`config.mk`:
```
export PLATFORM = sky130hd
export DESIGN_NAME = baccarat_dealer_flat
export DESIGN_NICKNAME = d
export VERILOG_FILES = /design/src/rtl/baccarat_dealer_if.sv /design/src/rtl/baccarat_dealer.sv /design/src/flat_wrapper.sv
export SDC_FILE = /design/constraint.sdc
export NUM_CORES = 1
export LEC_CHECK = 0
export CAP_MARGIN = 20
export CORE_MARGIN = 1
export CORE_UTILIZATION = 48
export DETAILED_ROUTE_END_ITERATION = 10
export PLACE_DENSITY = 0.77
export SLEW_MARGIN = 10
export SYNTH_ARGS = -nofsm -noshare
export SYNTH_HDL_FRONTEND = slang
export SYNTH_SLANG_ARGS = --single-unit
```
`constraint.sdc`:
```
create_clock -name slow_clock -period 3.4 [get_ports slow_clock]
set_clock_uncertainty 0.2 [all_clocks]
set_input_delay 0.34 -clock slow_clock [delete_from_list [all_inputs] [get_ports slow_clock]]
set_output_delay 0.34 -clock slow_clock [all_outputs]
set_load 0.02 [all_outputs]
```
`src/rtl/baccarat_dealer_if.sv`:
```
// Load strobes from the game statemachine and the card/score results returned to it.
// The statemachine side uses the master modport and the dealer datapath uses the slave modport.
interface baccarat_dealer_if #(
  parameter int CARD_W = 4
);
  logic              load_pcard1;
  logic              load_pcard2;
  logic              load_pcard3;
  logic              load_dcard1;
  logic              load_dcard2;
  logic              load_dcard3;
  logic [CARD_W-1:0] pcard1;
  logic [CARD_W-1:0] pcard2;
  logic [CARD_W-1:0] pcard3;
  logic [CARD_W-1:0] dcard1;
  logic [CARD_W-1:0] dcard2;
  logic [CARD_W-1:0] dcard3;
  logic [CARD_W-1:0] pscore;
  logic [CARD_W-1:0] dscore;
  logic [2:0]        cards_dealt;
  logic              proto_err;

  modport master (
    output load_pcard1, load_pcard2, load_pcard3,
    output load_dcard1, load_dcard2, load_dcard3,
    input  pcard1, pcard2, pcard3, dcard1, dcard2, dcard3,
    input  pscore, dscore, cards_dealt, proto_err
  );

  modport slave (
    input  load_pcard1, load_pcard2, load_pcard3,
    input  load_dcard1, load_dcard2, load_dcard3,
    output pcard1, pcard2, pcard3, dcard1, dcard2, dcard3,
    output pscore, dscore, cards_dealt, proto_err
  );
endinterface

```
`src/rtl/baccarat_dealer.sv`:
```
// Baccarat card dealer: card source, six card registers, hand scores and deal-order checking.
// Optional macro SHOE_LFSR_EN replaces the incrementing card counter with an 8-bit LFSR shoe.
module baccarat_dealer #(
  parameter int CARD_MAX = 13,
  parameter int CARD_W   = 4
) (
  input  logic              slow_clock,
  input  logic              reset,
  baccarat_dealer_if.slave  dealer
);

  typedef enum logic [2:0] {EMPTY, P1, D1, P2, D2, P3, D3} phase_t;

  // Strobe vector bit order: player cards 1..3, then dealer cards 1..3.
  localparam logic [5:0] S_P1 = 6'b000001;
  localparam logic [5:0] S_P2 = 6'b000010;
  localparam logic [5:0] S_P3 = 6'b000100;
  localparam logic [5:0] S_D1 = 6'b001000;
  localparam logic [5:0] S_D2 = 6'b010000;
  localparam logic [5:0] S_D3 = 6'b100000;

  phase_t            phase_q, phase_d;
  logic [CARD_W-1:0] pcard_q [3];
  logic [CARD_W-1:0] dcard_q [3];
  logic [2:0]        cards_dealt_q;
  logic              proto_err_q;
  logic [CARD_W-1:0] card_now;
  logic [5:0]        strb;
  logic              legal;

  assign strb = {dealer.load_dcard3, dealer.load_dcard2, dealer.load_dcard1,
                 dealer.load_pcard3, dealer.load_pcard2, dealer.load_pcard1};

`ifdef SHOE_LFSR_EN
  logic [7:0] lfsr_q;

  assign card_now = CARD_W'((lfsr_q % 8'(CARD_MAX)) + 8'd1);

  always_ff @(posedge slow_clock or posedge reset) begin
    if (reset) lfsr_q <= 8'h01;
    else       lfsr_q <= {lfsr_q[6:0], lfsr_q[7] ^ lfsr_q[5] ^ lfsr_q[4] ^ lfsr_q[3]};
  end
`else
  logic [CARD_W-1:0] new_card_q;

  assign card_now = new_card_q;

  always_ff @(posedge slow_clock or posedge reset) begin
    if (reset)                               new_card_q <= CARD_W'(1);
    else if (new_card_q == CARD_W'(CARD_MAX)) new_card_q <= CARD_W'(1);
    else                                     new_card_q <= new_card_q + CARD_W'(1);
  end
`endif

  // Only an exact one-hot match against the phase's allowed strobe counts as legal,
  // so simultaneous strobes fall through to the error path automatically.
  always_comb begin
    legal   = 1'b0;
    phase_d = phase_q;
    unique case (phase_q)
      EMPTY: if (strb == S_P1) begin legal = 1'b1; phase_d = P1; end
      P1:    if (strb == S_D1) begin legal = 1'b1; phase_d = D1; end
      D1:    if (strb == S_P2) begin legal = 1'b1; phase_d = P2; end
      P2:    if (strb == S_D2) begin legal = 1'b1; phase_d = D2; end
      D2: begin
        if (strb == S_P3)      begin legal = 1'b1; phase_d = P3; end
        else if (strb == S_D3) begin legal = 1'b1; phase_d = D3; end
      end
      P3:    if (strb == S_D3) begin legal = 1'b1; phase_d = D3; end
      D3:    legal = 1'b0;
      default: legal = 1'b0;
    endcase
  end

  always_ff @(posedge slow_clock or posedge reset) begin
    if (reset) begin
      phase_q       <= EMPTY;
      pcard_q       <= '{default: '0};
      dcard_q       <= '{default: '0};
      cards_dealt_q <= 3'd0;
      proto_err_q   <= 1'b0;
    end else if (legal) begin
      phase_q       <= phase_d;
      cards_dealt_q <= cards_dealt_q + 3'd1;
      for (int i = 0; i < 3; i++) begin
        if (strb[i])     pcard_q[i] <= card_now;
        if (strb[i + 3]) dcard_q[i] <= card_now;
      end
    end else if (|strb) begin
      proto_err_q <= 1'b1;
    end
  end

  function automatic logic [4:0] card_val(input logic [CARD_W-1:0] c);
    return (c != '0 && c <= CARD_W'(9)) ? 5'(c) : 5'd0;
  endfunction

  logic [4:0] psum, dsum;
  assign psum = card_val(pcard_q[0]) + card_val(pcard_q[1]) + card_val(pcard_q[2]);
  assign dsum = card_val(dcard_q[0]) + card_val(dcard_q[1]) + card_val(dcard_q[2]);

  assign dealer.pscore      = CARD_W'(psum % 5'd10);
  assign dealer.dscore      = CARD_W'(dsum % 5'd10);
  assign dealer.pcard1      = pcard_q[0];
  assign dealer.pcard2      = pcard_q[1];
  assign dealer.pcard3      = pcard_q[2];
  assign dealer.dcard1      = dcard_q[0];
  assign dealer.dcard2      = dcard_q[1];
  assign dealer.dcard3      = dcard_q[2];
  assign dealer.cards_dealt = cards_dealt_q;
  assign dealer.proto_err   = proto_err_q;

endmodule

```
`src/flat_wrapper.sv`:
```
// flat-port wrapper written by rule: the top's interface ports become plain ports
module baccarat_dealer_flat 
#(
  parameter int CARD_MAX = 13,
  parameter int CARD_W   = 4
)
  (slow_clock, reset, dealer_load_pcard1, dealer_load_pcard2, dealer_load_pcard3, dealer_load_dcard1, dealer_load_dcard2, dealer_load_dcard3, dealer_pcard1, dealer_pcard2, dealer_pcard3, dealer_dcard1, dealer_dcard2, dealer_dcard3, dealer_pscore, dealer_dscore, dealer_cards_dealt, dealer_proto_err);
  baccarat_dealer_if #(.CARD_W(CARD_W)) dealer_i ();
  input  logic slow_clock;
  input  logic reset;
  input wire logic [$bits(dealer_i.load_pcard1)-1:0] dealer_load_pcard1;
  input wire logic [$bits(dealer_i.load_pcard2)-1:0] dealer_load_pcard2;
  input wire logic [$bits(dealer_i.load_pcard3)-1:0] dealer_load_pcard3;
  input wire logic [$bits(dealer_i.load_dcard1)-1:0] dealer_load_dcard1;
  input wire logic [$bits(dealer_i.load_dcard2)-1:0] dealer_load_dcard2;
  input wire logic [$bits(dealer_i.load_dcard3)-1:0] dealer_load_dcard3;
  output wire logic [$bits(dealer_i.pcard1)-1:0] dealer_pcard1;
  output wire logic [$bits(dealer_i.pcard2)-1:0] dealer_pcard2;
  output wire logic [$bits(dealer_i.pcard3)-1:0] dealer_pcard3;
  output wire logic [$bits(dealer_i.dcard1)-1:0] dealer_dcard1;
  output wire logic [$bits(dealer_i.dcard2)-1:0] dealer_dcard2;
  output wire logic [$bits(dealer_i.dcard3)-1:0] dealer_dcard3;
  output wire logic [$bits(dealer_i.pscore)-1:0] dealer_pscore;
  output wire logic [$bits(dealer_i.dscore)-1:0] dealer_dscore;
  output wire logic [$bits(dealer_i.cards_dealt)-1:0] dealer_cards_dealt;
  output wire logic [$bits(dealer_i.proto_err)-1:0] dealer_proto_err;
  assign dealer_i.load_pcard1 = dealer_load_pcard1;
  assign dealer_i.load_pcard2 = dealer_load_pcard2;
  assign dealer_i.load_pcard3 = dealer_load_pcard3;
  assign dealer_i.load_dcard1 = dealer_load_dcard1;
  assign dealer_i.load_dcard2 = dealer_load_dcard2;
  assign dealer_i.load_dcard3 = dealer_load_dcard3;
  assign dealer_pcard1 = dealer_i.pcard1;
  assign dealer_pcard2 = dealer_i.pcard2;
  assign dealer_pcard3 = dealer_i.pcard3;
  assign dealer_dcard1 = dealer_i.dcard1;
  assign dealer_dcard2 = dealer_i.dcard2;
  assign dealer_dcard3 = dealer_i.dcard3;
  assign dealer_pscore = dealer_i.pscore;
  assign dealer_dscore = dealer_i.dscore;
  assign dealer_cards_dealt = dealer_i.cards_dealt;
  assign dealer_proto_err = dealer_i.proto_err;
  baccarat_dealer #(.CARD_MAX(CARD_MAX), .CARD_W(CARD_W)) u_core (.slow_clock(slow_clock), .reset(reset), .dealer(dealer_i));
endmodule
```
Yosys cells after proc, flatten, opt, wreduce, memory -nomap -nowiden
Index checks and enable logic that the tools add are counted.

word-level totals
  bits in registers = 35
  word-level logic and storage cells = 85
  output and inout port bits = 36
  bits of input ports = 8

cells by class
  add/sub/neg operators = 6
  muxes and demuxes = 21
  $lt $le $gt $ge = 6
  reductions and logical operators = 23
  eq/ne operators = 16
  bitwise logic cells = 1
  div/mod/pow operators = 2

operators with widths
  operator                                                                  count
  4-bit 2-to-1 mux                                                          7
  4-bit <= comparator (second input constant)                               6
  4-bit nonzero test                                                        6
  5-bit adder                                                               4
  3-bit 2-to-1 mux                                                          6
  3-bit one-hot mux with 6 select lines                                     1
  2-bit AND reduction                                                       7
  5-bit by 4-bit remainder unit with 5-bit output (second input constant)   2
  2-bit by 1-bit inequality test with 1-bit output (second input constant)  4
  3-bit by 2-bit equality test with 1-bit output (second input constant)    2
  3-bit equality test (second input constant)                               2
  6-bit by 1-bit equality test with 1-bit output (second input constant)    1
  6-bit by 2-bit equality test with 1-bit output (second input constant)    1
  6-bit by 3-bit equality test with 1-bit output (second input constant)    1
  6-bit by 4-bit equality test with 1-bit output (second input constant)    1
  6-bit by 5-bit equality test with 1-bit output (second input constant)    1
  6-bit equality test (second input constant)                               1
  1-bit logical AND                                                         6
  1-bit 2-to-1 mux                                                          6
  1-bit one-hot mux with 6 select lines                                     1
  6-bit AND reduction                                                       1
  6-bit nonzero test                                                        1
  6-bit OR reduction                                                        1
  4-bit by 1-bit adder with 4-bit output (second input constant)            1
  5 further kinds                                                           5

Longest topological paths before layout
  depth in word-level cells = 6
  depth in mapped cells = 16
  depth with buffers taken out = 16

Least setup slack after synthesis
OpenSTA, ideal clock, no wires.

  path type = register -> output
  from = reg u_core.pcard_q (netlist bit u_core.dealer.pcard3[2])
  to = out dealer_pscore[3]
  setup slack = -0.538 ns
  data required time = 2.860 ns
  buffers on the path = 0
  arrival time = 3.398 ns
  stages on the path, launching flop included = 15
  cells stage by stage = dfrtp_1 nor2_1 nand2_1 fa_1 inv_1 ha_1 or2_2 a21o_1 nand2_1 and3_1 nor2_1 ha_1 nor2_1 a21oi_1 o31ai_1

on the way
  word-level cells in the longest chain between the ends = 5
  elaborated cells on any way between the ends = 6
  classes of those cells = add/sub (1); div (1); order compare (1); mux (1); reduce/logical (2)

RTL lines
  what                                                              line                    source
  from (decl)                                                       baccarat_dealer.sv:23   logic [CARD_W-1:0] pcard_q [3];
  from (signal, indexed assignment)                                 baccarat_dealer.sv:86   if (strb[i]) pcard_q[i] <= card_now;
  4-bit <= comparator / 4-bit nonzero test (equally long branches)  baccarat_dealer.sv:95   return (c != '0 && c <= CARD_W'(9)) ? 5'(c) : 5'd0;
  1-bit logical AND                                                 baccarat_dealer.sv:95
  4-bit 2-to-1 mux *                                                baccarat_dealer.sv:95
  5-bit adder *                                                     baccarat_dealer.sv:99   assign psum = card_val(pcard_q[0]) + card_val(pcard_q[1]) + card_val(pcard_q[2]);
  5-bit by 4-bit remainder unit with 5-bit output *                 baccarat_dealer.sv:102  assign dealer.pscore = CARD_W'(psum % 5'd10);
  to (decl)                                                         flat_wrapper.sv:23      output wire logic [$bits(dealer_i.pscore)-1:0] dealer_pscore;

Mark *: on every way between the ends. The rest lies on a longest branch, timed or not.

Worst setup path after layout
  from = reg u_core.pcard_q (netlist bit u_core.dealer.pcard1[3])
  to = out dealer_pscore[3]

on the way
  word-level cells in the longest chain between the ends = 6
  elaborated cells on any way between the ends = 7
  classes of those cells = add/sub (2); div (1); order compare (1); mux (1); reduce/logical (2)

RTL lines
  what                                                              line
  4-bit <= comparator / 4-bit nonzero test (equally long branches)  baccarat_dealer.sv:95
  1-bit logical AND                                                 baccarat_dealer.sv:95
  4-bit 2-to-1 mux *                                                baccarat_dealer.sv:95
  5-bit adder * (2 in a row)                                        baccarat_dealer.sv:99
  5-bit by 4-bit remainder unit with 5-bit output *                 baccarat_dealer.sv:102

Marked as above.

==> results.py <==
metrics = {
    "sta": {
        "worst_pin_slew_ns": 0.524,
        "fmax_mhz": 244,
        "setup_viol": 6,
        "slew_headroom": 0.649,
        "period_needed_ns": 4.11,
        "holdWs_ns": 0.253,
        "hold_viol": 0,
        "finalWorstSetupSlack_ns": -0.706,
        "rsz0062_at_grt": "true",
        "finalMaxSlewViolations": 0,
        "finalCritPeriodShare": 1.21,
    },
    "logic_synthesis": {
        "synth.avg_cell_area_um2": 9.86,
        "synthArstFlopShare": 1.00,
        "ys_seq_elements": 35,
        "ys.warnings.count": 0,
        "synth.distinct_cells": 47,
        "netlist_instances": 248,
        "yosysTopAreaCellShare": 0.348,
        "synth_edf_count": 0,
        "seq_area_frac_synth": 0.359,
        "synthTopCellsByArea": "dfrtp_1 35%, mux2_2 11%, fa_1 8.2%, ha_1 5.6%, nand2_1 3.5%",
        "yosys.area.top_type": "dfrtp_1",
        "synth_flop_cell": "dfrtp_1",
        "synth_nets": 277,
        "syn_area_um2": 2450,
    },
    "die": {
        "fp.dieArea_um2": 5390,
        "die_h_um": 73.4,
        "core_area_um2": 4820,
        "io_pins": 44,
        "rows": 25,
        "start_util": 0.508,
        "die_w_um": 73.4,
    },
    "layout": {
        "fin_util": 0.827,
        "drive_gt1_frac": 0.533,
        "diodes": 0,
        "fill_cells": 292,
        "area_growth_pct": 62.9,
        "final_nets": 394,
    },
    "detailed_routing": {
        "drc_errors": 0,
        "drt_iter0_drc": 40,
        "wl_um": 6560,
        "wl_per_cell_um": 15.1,
        "ant_nets": 0,
        "via_per_inst": 5.23,
        "vias": 2266,
        "drt_pre_antenna_iters": 4,
    },
    "setup_path": {
        "cp-start-kind": "flop",
        "arrival_ns": 3.57,
        "cp_max_fo": 3,
        "critPathKind": "flop to output port",
        "crit_family": "compound AO/OA/AOI/OAI gates",
        "cp_num_buf_inv": 3,
        "crit_required_ns": 2.86,
        "max_stage_delay_ns": 0.55,
        "cp-end-kind": "output port",
        "path_cells": "nand2b_4 -> fa_1 -> inv_1 -> ha_1 -> a211o_1 -> a21o_1 -> nand2_2 -> and3_4 -> nor2_4 -> ha_2 -> inv_2 -> nor2_1 -> o211a_1 -> a41oi_2 -> o31ai_2 -> buf_4",
        "slowest_stage": "fa_1",
    },
    "cts": {
        "cts-buffers-inserted": 5,
        "cts_tree": "built",
        "cts.sink_count": 35,
        "root_buffer": "clkbuf_8",
        "ctsHoldBuffers": 0,
        "path_clk_slew_ns": 0.07,
        "clk_path_buf_depth": 2,
        "h-tree-depth": 2,
        "clock_latency_ns": 0.29,
    },
    "power": {
        "p_leak_nw": 1.82,
        "vdd_ir_drop_max_uv": 304,
        "power_density_nw_per_um2": 359,
    },
    "status": {
        "status": "finished with violations",
        "violations": "negative setup slack",
    },
    "min_path": {
        "hold_path_class": "input port to async pin",
    },
    "run": {
        "cap_violations": 0,
    },
    "placement": {
        "gp_congestion": 0.796,
        "dpl.hpwl_um": 4420,
        "io_buffers": 43,
    },
    "grt": {
        "antenna_found_initial": 0,
        "grt_first_pass_wirelength_um": 10100,
        "grt_pass1_vias": 2256,
        "overflow": 0,
        "grt_max_degree": 36,
        "grtUsageTotal": 0.249,
    },
}
==> where the power goes <==
group          switching (mW)  internal [mW]
logic                   0.293          0.320
registers              0.0373          0.454
clock network           0.142          0.185
total                   0.472          0.959
==> synth_stat cells (2+ instances only) <==
library cell,count
dfrtp_1,34
mux2_2,24
nand2_1,23
nor2_1,21
inv_1,20
o21ai_0,14
ha_1,11
fa_1,10
nor2b_1,9
nand2b_1,8
a21oi_1,6
and2_1,6
xnor2_1,6
a21o_1,4
clkbuf_1,4
and3_1,3
nand3_1,3
nor3b_1,3
o211ai_1,3
and3b_1,2
nand2_2,2
nor3_1,2
o211a_1,2
o31ai_1,2
or2_2,2
or3_1,2
xor2_1,2
==> flip-flops by register name (all words and copies together), names as in the netlist <==
register,count
u_core.card_now,4
u_core.dealer.pcard3,4
u_core.dealer.cards_dealt,3
u_core.dealer.dcard1,4
u_core.phase_q,3
u_core.dealer.pcard1,4
u_core.dealer.proto_err,1
u_core.dealer.pcard2,4
u_core.dealer.dcard3,4
u_core.dealer.dcard2,4
==> placed cells by master, fill, tap and decap left out, types with 3 or more instances in the layout <==
cell and instances:
buf_4 67, clkdlybuf4s50_1 37, mux2_2 24, nand2_1 22, dfrtp_1 19, dfrtp_2 15
inv_1 13, nor2_1 12, o21ai_0 11, buf_6 11, inv_2 7, fa_1 7
clkbuf_8 7, and2_1 6, ha_4 6, nor2b_1 5, nor2_2 5, nand2b_1 4
nor2b_4 4, xnor2_2 4, nor2_4 4, a21o_1 4, nand2b_4 4, nor3b_1 3
nand2_2 3, or2_4 3, a21oi_2 3, o211ai_1 3, fa_2 3, ha_2 3
==> final timing paths <==
path / startpoint / to / slack [ns] / depth (start not counted)
max: u_core.dealer.pcard1[3] / dealer_pscore[3] / -0.71 / 16
min: reset / u_core.dealer.pcard2[1] / 0.25 / 3
max reg2reg: u_core.phase_q[1] / u_core.dealer.cards_dealt[1] / 1.44 / 4
min reg2reg: u_core.dealer.proto_err / u_core.dealer.proto_err / 0.26 / 1
max in group asynchronous: reset / u_core.dealer.dcard2[1] / 2.41 / 3
min in group slow_clock: u_core.dealer.proto_err / u_core.dealer.proto_err / 0.26 / 1
==> kinds of logic (layout without fill, tap and decap cells) <==
family                     after synthesis  count (layout)  share of synthesized area
and+or+nand+nor                         92              92                      0.197
AOI/OAI and AO/OA                       41              41                      0.118
DFF                                     35              35                      0.359
muxes                                   26              26                      0.121
buffers and inverters                   25             143                     0.0384
adders and majority gates               21              21                      0.138
xor gates and xnor gates                 8               8                     0.0286
==> layout make-up <==
| type | count | area [um^2] | share of cell area |
|---|---|---|---|
| Multi-Input combinational cell | 188 | 1830 | 0.460 |
| Timing Repair Buffer | 115 | 997 | 0.250 |
| Sequential cell | 35 | 896 | 0.225 |
| Clock buffer | 8 | 100 | 0.0251 |
| Tap cell | 67 | 83.8 | 0.0210 |
| Inverter | 20 | 75.1 | 0.0188 |
==> per-layer routing <==
| layer | GRT usage | vias up | wire [um] |
|---|---|---|---|
| met5 | 0 | - | 0 |
| met4 | 0.105 | 0 | 111 |
| met3 | 0.0549 | 14 | 221 |
| met2 | 0.458 | 56 | 3640 |
| met1 | 0.277 | 1111 | 2590 |
| li1 | - | 1085 | - |
==> worst register-to-register path, delay by kind of cell, from the launching register on <==
family | cells | cell delay (ns)
flip-flops | 1 | 0.45
AO/OA/AOI/OAI | 1 | 0.40
AND/OR/NAND/NOR | 2 | 0.45
multiplexers | 1 | 0.33
==> stage by stage <==
step / worst slack, ns / cells / cell area, um^2 / setup TNS (ns) / power, mW
6_report: -0.706 / 433 / 3990 / -3.55 / 1.43
5_1_grt: -0.799 / 433 / 3990 / -4.17 / 1.50
3_3_place_gp: -0.776 / 397 / 3470 / -4.07 / 0.992
4_1_cts: -0.571 / 428 / 3860 / -3.12 / 1.41
3_5_place_dp: -0.853 / 397 / 3470 / -4.43 / 1.01
2_1_floorplan: -0.302 / 248 / 2640 / -1.16 / 0.796
==> repair_timing <==
action / 4_1_cts / 5_1_grt
endpoints found under the setup margin: 6 / 6
pin swaps: 33 / 20
gates resized for setup: 64 / 18
setup buffers: 24 / 5
(Power assumes the default switching activity.)
